**config.mk**
```make
export PLATFORM = sky130hd
export DESIGN_NAME = cc_event_capture
export DESIGN_NICKNAME = d
export VERILOG_FILES = /design/src/rtl/cc_event_capture.sv
export SDC_FILE = /design/constraint.sdc
export NUM_CORES = 1
export LEC_CHECK = 0
export CAP_MARGIN = 10
export CORE_MARGIN = 5
export CORE_UTILIZATION = 30
export DETAILED_ROUTE_END_ITERATION = 10
export PLACE_DENSITY = 0.57
export SYNTH_ARGS = -nofsm -noshare
export SYNTH_HDL_FRONTEND = slang
export SYNTH_SLANG_ARGS = --single-unit
export TNS_END_PERCENT = 30
```
**constraint.sdc**
```tcl
create_clock -name clock -period 3.22 [get_ports clock]
set_clock_uncertainty 0.15 [all_clocks]
set_input_delay 0.644 -clock clock [delete_from_list [all_inputs] [get_ports clock]]
set_output_delay 0.644 -clock clock [all_outputs]
set_load 0.1 [all_outputs]
```
**src/rtl/cc_event_capture.sv**
```systemverilog
// rtl/cc_event_capture.sv - change detector on a sampled control word with a time-stamped FWFT event FIFO
module cc_event_capture #(
  parameter int WIDTH  = 20,
  parameter int DEPTH  = 8,
  parameter int TS_W   = 12,
  parameter int DROP_W = 8
) (
  input  logic                     clock,
  input  logic                     reset_n,
  input  logic [WIDTH-1:0]         in_vec,
  input  logic                     sample_en,
  output logic                     out_valid,
  input  logic                     out_ready,
  output logic [WIDTH-1:0]         out_vec,
  output logic [TS_W-1:0]          out_ts,
  output logic                     out_first,
  output logic [$clog2(DEPTH):0]   level,
  output logic                     overflow,
  output logic [DROP_W-1:0]        drop_count,
  input  logic                     clear_ovf
);

  localparam int AW = $clog2(DEPTH);
  localparam logic [AW:0] FULL_LVL = (AW+1)'(DEPTH);

  logic [WIDTH-1:0]  r_mem_vec [DEPTH];
  logic [TS_W-1:0]   r_mem_ts  [DEPTH];
  logic [DEPTH-1:0]  r_mem_first;
  logic [AW-1:0]     r_wr_ptr;
  logic [AW-1:0]     r_rd_ptr;
  logic [AW:0]       r_level;
  logic [TS_W-1:0]   r_ts;
  logic [WIDTH-1:0]  r_ref_vec;
  logic              r_have_ref;
  logic              r_overflow;
  logic [DROP_W-1:0] r_drop_count;

  logic w_event;
  logic w_pop;
  logic w_full;
  logic w_push;
  logic w_drop;

  assign w_event = sample_en & (~r_have_ref | (in_vec != r_ref_vec));
  assign w_pop   = (r_level != '0) & out_ready;
  assign w_full  = (r_level == FULL_LVL);
  // A pop in the same cycle frees the slot, so a full FIFO still accepts the push.
  assign w_push  = w_event & (~w_full | w_pop);
  assign w_drop  = w_event & ~w_push;

  always_ff @(posedge clock) begin
    if (!reset_n) begin
      for (int i = 0; i < DEPTH; i++) begin
        r_mem_vec[i] <= '0;
        r_mem_ts[i]  <= '0;
      end
      r_mem_first  <= '0;
      r_wr_ptr     <= '0;
      r_rd_ptr     <= '0;
      r_level      <= '0;
      r_ts         <= '0;
      r_ref_vec    <= '0;
      r_have_ref   <= 1'b0;
      r_overflow   <= 1'b0;
      r_drop_count <= '0;
    end else begin
      r_ts <= r_ts + 1'b1;

      if (w_event) begin
        r_ref_vec  <= in_vec;
        r_have_ref <= 1'b1;
      end

      if (w_push) begin
        r_mem_vec[r_wr_ptr]   <= in_vec;
        r_mem_ts[r_wr_ptr]    <= r_ts;
        r_mem_first[r_wr_ptr] <= ~r_have_ref;
        r_wr_ptr              <= r_wr_ptr + 1'b1;
      end

      if (w_pop) begin
        r_rd_ptr <= r_rd_ptr + 1'b1;
      end

      case ({w_push, w_pop})
        2'b10:   r_level <= r_level + 1'b1;
        2'b01:   r_level <= r_level - 1'b1;
        default: r_level <= r_level;
      endcase

      // A drop coinciding with clear_ovf counts as the first drop after the clear.
      if (w_drop) begin
        r_overflow <= 1'b1;
        if (clear_ovf) begin
          r_drop_count <= DROP_W'(1);
        end else if (!(&r_drop_count)) begin
          r_drop_count <= r_drop_count + 1'b1;
        end
      end else if (clear_ovf) begin
        r_overflow   <= 1'b0;
        r_drop_count <= '0;
      end
    end
  end

  assign out_valid  = (r_level != '0);
  assign out_vec    = r_mem_vec[r_rd_ptr];
  assign out_ts     = r_mem_ts[r_rd_ptr];
  assign out_first  = r_mem_first[r_rd_ptr];
  assign level      = r_level;
  assign overflow   = r_overflow;
  assign drop_count = r_drop_count;

endmodule

```
# Yosys cells after proc, flatten, opt, wreduce, memory -nomap -nowiden
# Memories as Yosys holds them, arrays and structs flattened. A register that Yosys moved wholly into a read port is not among the register bits.
# Cells that the tools add are included.
# word_totals
input_bits	25
elab_cells	68
n_memories	2
rom_bits	0
latch_bits	0
regBits	60
mem_bits_rw	256
# op_classes
add_sub_neg	6
n_reduce_logical	8
bitwise_logic	9
n_eq_ne	5
n_shift	0
div	0
order_cmp	3
mul	0
mux	26
# mem_list
name	words	width	rd	rd_clocked_by_memory_dff	write_ports	line	text
r_mem_vec	8	20	1	1	8	26	logic [WIDTH-1:0] r_mem_vec [DEPTH];
r_mem_ts	8	12	1	1	8	27	logic [TS_W-1:0] r_mem_ts [DEPTH];
# ops
operator	count
two-way mux 8 bit	4
two-way mux 20 bit	1
!= test 20 bit	1
OR reduction 20 bit	1
two-way mux 3 bit	6
adder 12 x 1 -> 12 bit (second input constant)	1
two-way mux 12 bit	1
OR reduction 12 bit	1
two-way mux 1 bit	10
adder 8 x 1 -> 8 bit (second input constant)	1
bitwise mux 8 bit	1
less-than comparator 3 x 4 -> 1 bit (second input constant)	2
case mux 4 bit (2 select lines)	1
AND reduction 8 bit	1
adder 3 x 1 -> 3 bit (second input constant)	2
adder 4 x 1 -> 4 bit (second input constant)	1
AND 1 bit	4
== test 4 bit (second input constant)	1
nonzero test 2 bit	2
nonzero test 4 bit	1
subtractor 4 x 1 -> 4 bit (second input constant)	1
binary-select mux 1 bit (select 3 bit)	1
demux 1 bit (select 3 bit)	1
>= comparator 3 x 1 -> 1 bit (second input constant)	1
other kinds (7)	10

# Logic depth before layout (Yosys ltp)
# logic_depth
depth_word	9
depth_mapped	14
ltp_nobuf	12

# Least setup slack after synthesis
# Ideal clock, no wire load.
# synth_path
kind	flip-flop to flip-flop
from	reg r_level[0] (netlist: level[0])
to	reg r_level[3] (netlist: level[3])
setup_slack_ps	-957
stages_incl_launch_ff	12
arrival_time_ps	3956
setup_ps	70
n_path_buf	0
required_time_ps	3000
path_cell_list	dfxtp_1 nor3_1 nand2b_1 nand2_1 or2_2 inv_2 ha_1 a21o_1 a21o_1 or3_1 a21o_1 a21oi_1
# synth_between
elab_chain_cells	6
# synth_lines
element	line	text
start: declaration	31	logic [AW:0] r_level;
start signal: assignment	86	2'b10: r_level <= r_level + 1'b1;
start signal: assignment	87	2'b01: r_level <= r_level - 1'b1;
start signal: assignment	88	default: r_level <= r_level;
nonzero test 4 bit (*)	-	
named net out_valid	12	output logic out_valid,
AND 1 bit (*)	45	assign w_pop = (r_level != '0) & out_ready;
OR 1 bit	48	assign w_push = w_event & (~w_full | w_pop);
AND 1 bit	48	
== test 2 x 1 -> 1 bit / == test 2 bit (equally long branches)	85	case ({w_push, w_pop})
case mux 4 bit (2 select lines) / nonzero test 2 bit (equally long branches)	-	
# The timed path passes the listed nets; every way through them passes the cells marked *.
# A chain may end at the register's enable or synchronous reset.

==> reports/results.ini <==
[run_status]
outcome = finished, final reports clean

[clock_network]
clockBufferDepth = 3
cts-htree-levels = 2
cts-buffers-inserted = 37
cts_tree = done
cts.sinks = 319
ctsHoldBuffers = 0
clockRootBuffer = clkbuf_16
worstSkewPairLatency_ns = 0.51
cts.clk_slew.worst_paths_ns = 0.06

[worst_setup_path]
crit_fanout = 13
arrival_ns = 2.36
crit_required_ns = 2.43
worst_setup_path_end_kind = output port
r2r_slack_ns = 0.09
worst-setup-path-type = reg2out
critPathLaunchType = flop

[synthesis]
muxShareOfSynthArea = 0.152
synth_simple_gate_area_frac = 0.133
synth_warnings = 0
synth_top_family_by_area = multiplexers
async_reset_ff_frac = 0
syn-num-nets = 1043
synth-compound-area-share = 0.0125
synth_area_per_cell_sq_um = 13.6
synth_top_cell_by_area = edfxtp_1
synthesis.area_sq_um = 13800
ys_ff_latch = 319
synthXorXnorAreaFrac = 0.0235
synth-edff-count = 256
synth.top_cell.area_share = 0.558
yosys-top-cells-area = edfxtp_1 56%, mux4_2 11%, dfxtp_1 9.2%, nor2_1 8.2%, mux2_2 2.7%
synth_cells = 1011
yosysUniqueCellTypes = 43
synthAdderAreaFrac = 0.00690
seq_area_frac_synth = 0.649
ys.flop_type = edfxtp_1

[placement]
gp_congestion = 0.759
io_buffers = 71
dp.cells = 1696
dp.final_hpwl_um = 21500
preCtsSetupSlack_ns = -0.774

[pwr]
p_seq_frac = 0.376
p_sw_mw = 4.35
combPwrFrac = 0.317
clock_power_share = 0.308
peakVddDrop_mv = 0.400
p_sw_frac = 0.334
p_leak_nw = 6.20
power_mw = 13.0
power_density_nw_per_um2 = 755
internal-power_mw = 8.67

[routing]
drtPass1Iterations = 5
wirelength_um = 36000
vias_per_cell = 4.84
num_vias = 8554
drc = 0
wl_per_cell_um = 20.4
ant_nets = 0
drt_iter0_drc = 643

[final_layout]
drive_above_1_share = 0.268
final_common_cell = nor2_1
insertedDiodeCount = 0
area_delta_synth_final_pct = 25.2
fin_util = 0.380
final_nets = 1172
num-fill-cells = 4289
final_cells = 1767
final_cell_mix = 302 x nor2_1, 256 x edfxtp_1, 81 x buf_4

[sta]
hold_violations = 0
worst_pin_slew_ns = 0.701
period_minus_slack_ns = 3.15
rsz0062_at_grt = yes
hold_ws_ns = 0.306
max_freq_mhz = 318
post-route-period-util = 0.978
slew_headroom = 0.533
drv_slew = 0
setup_ws_ns = 0.0709
finalSetupViolCount = 0

[global_route]
grt_max_degree = 40
grt.total_usage = 0.141
grt_pass1_vias = 8959
grt_pass1_wl_um = 55300
grt_overflow = 0
antenna_found_initial = 1

[floorplanning]
core_sq_um = 45400
rows = 78
die_h_um = 224
dieArea_sq_um = 50300
start_util = 0.304
die_w_um = 224
io_pins = 72

[run]
cap_violations = 0

[min_path]
min_path_type = reg2reg

[flip-flops by register name (all words and copies together), names as in the netlist, 3 cells and up, named ones only]
signal,count
drop_count,8
level,4
r_mem_first,8
r_mem_ts,96
r_mem_vec,160
r_rd_ptr,3
r_ref_vec,20
r_ts,12
r_wr_ptr,3
[stage by stage]
| stage | TNS, ns | instance area, sq um |
|---|---|---|
| 3_3_place_gp | -227.85 | 16000 |
| 5_1_grt | -0.102 | 17300 |
| 6_report | 0 | 17300 |
| 2_1_floorplan | -0.148 | 13800 |
| 3_5_place_dp | -241.35 | 16000 |
| 4_1_cts | -0.0554 | 17200 |
[final timing paths]
check                      start              to  cells after the start
setup / recovery            flop      out_vec[8]                      4
setup reg to reg   r_ref_vec[10]        level[3]                     13
hold reg to reg   r_mem_first[4]  r_mem_first[4]                      2
hold / removal    r_mem_first[4]  r_mem_first[4]                      2
[power groups by stage]
stage,clock (mW),sequential (mW),combinational [mW]
6_report,4.01,4.89,4.13
2_1_floorplan,0,5.07,2.65
4_1_cts,4.10,4.90,4.17
3_3_place_gp,0,4.99,4.05
3_5_place_dp,0,5.00,4.07
5_1_grt,4.29,4.92,4.32
[critical path, cell delays in order, from the launching register on]
cell       delay (ns)
dfxtp_4          0.44
bufbuf_16        0.35
mux4_2           0.50
mux2_2           0.29
buf_4            0.24
[routing by layer]
layer / track usage / up-vias / share of wire
li1: - / 3913 / -
met1: 0.196 / 4330 / 0.44
met2: 0.234 / 259 / 0.48
met3: 0.0269 / 50 / 0.064
met4: 0.0289 / 2 / 0.016
met5: 0 / - / 0.00036
[logic make-up (layout without fill, tap and decap cells)]
logic type      Yosys count  count (layout)
compound gates           30              30
xor+xnor                 37              37
fa+ha+maj                 7               7
buf+inv                  67             223
flops                   319             319
mux                     121             121
simple gates            430             430
[cell type report]
class | count | area, sq um | area share
Multi-Input combinational cell | 625 | 4570 | 0.265
Timing Repair Buffer | 151 | 1790 | 0.104
Tap cell | 600 | 751 | 0.0435
Clock buffer | 49 | 1020 | 0.0593
Sequential cell | 319 | 8960 | 0.519
Inverter | 6 | 22.5 | 0.00131
Clock inverter | 17 | 135 | 0.00783
[timing repair]
item	4_1_cts	5_1_grt
cloned	1	0
pin swaps	4	14
endpoints found under the setup margin	130	4
buffers inserted	3	1
resized for setup	11	20
[synth_stat cells, types with 2 or more instances]
library cell and n:
or3_1 6, a21oi_1 17, clkbuf_1 24, inv_1 4, mux4_2 66, nor2_1 302
and3_1 6, nor4_1 4, nand4_1 9, a21o_1 3, mux2_2 33, or2_2 8
buf_2 31, buf_6 4, xor2_1 27, nor3b_1 3, xnor2_1 10, mux2i_1 21
ha_1 6, nand4b_2 3, dfxtp_1 63, o21ai_0 7, nand2b_1 3, nand4_2 3
nor2b_1 2, nand2_1 60, buf_1 2, nand3_1 14, edfxtp_1 256
Power figures use the tool's default switching activity.
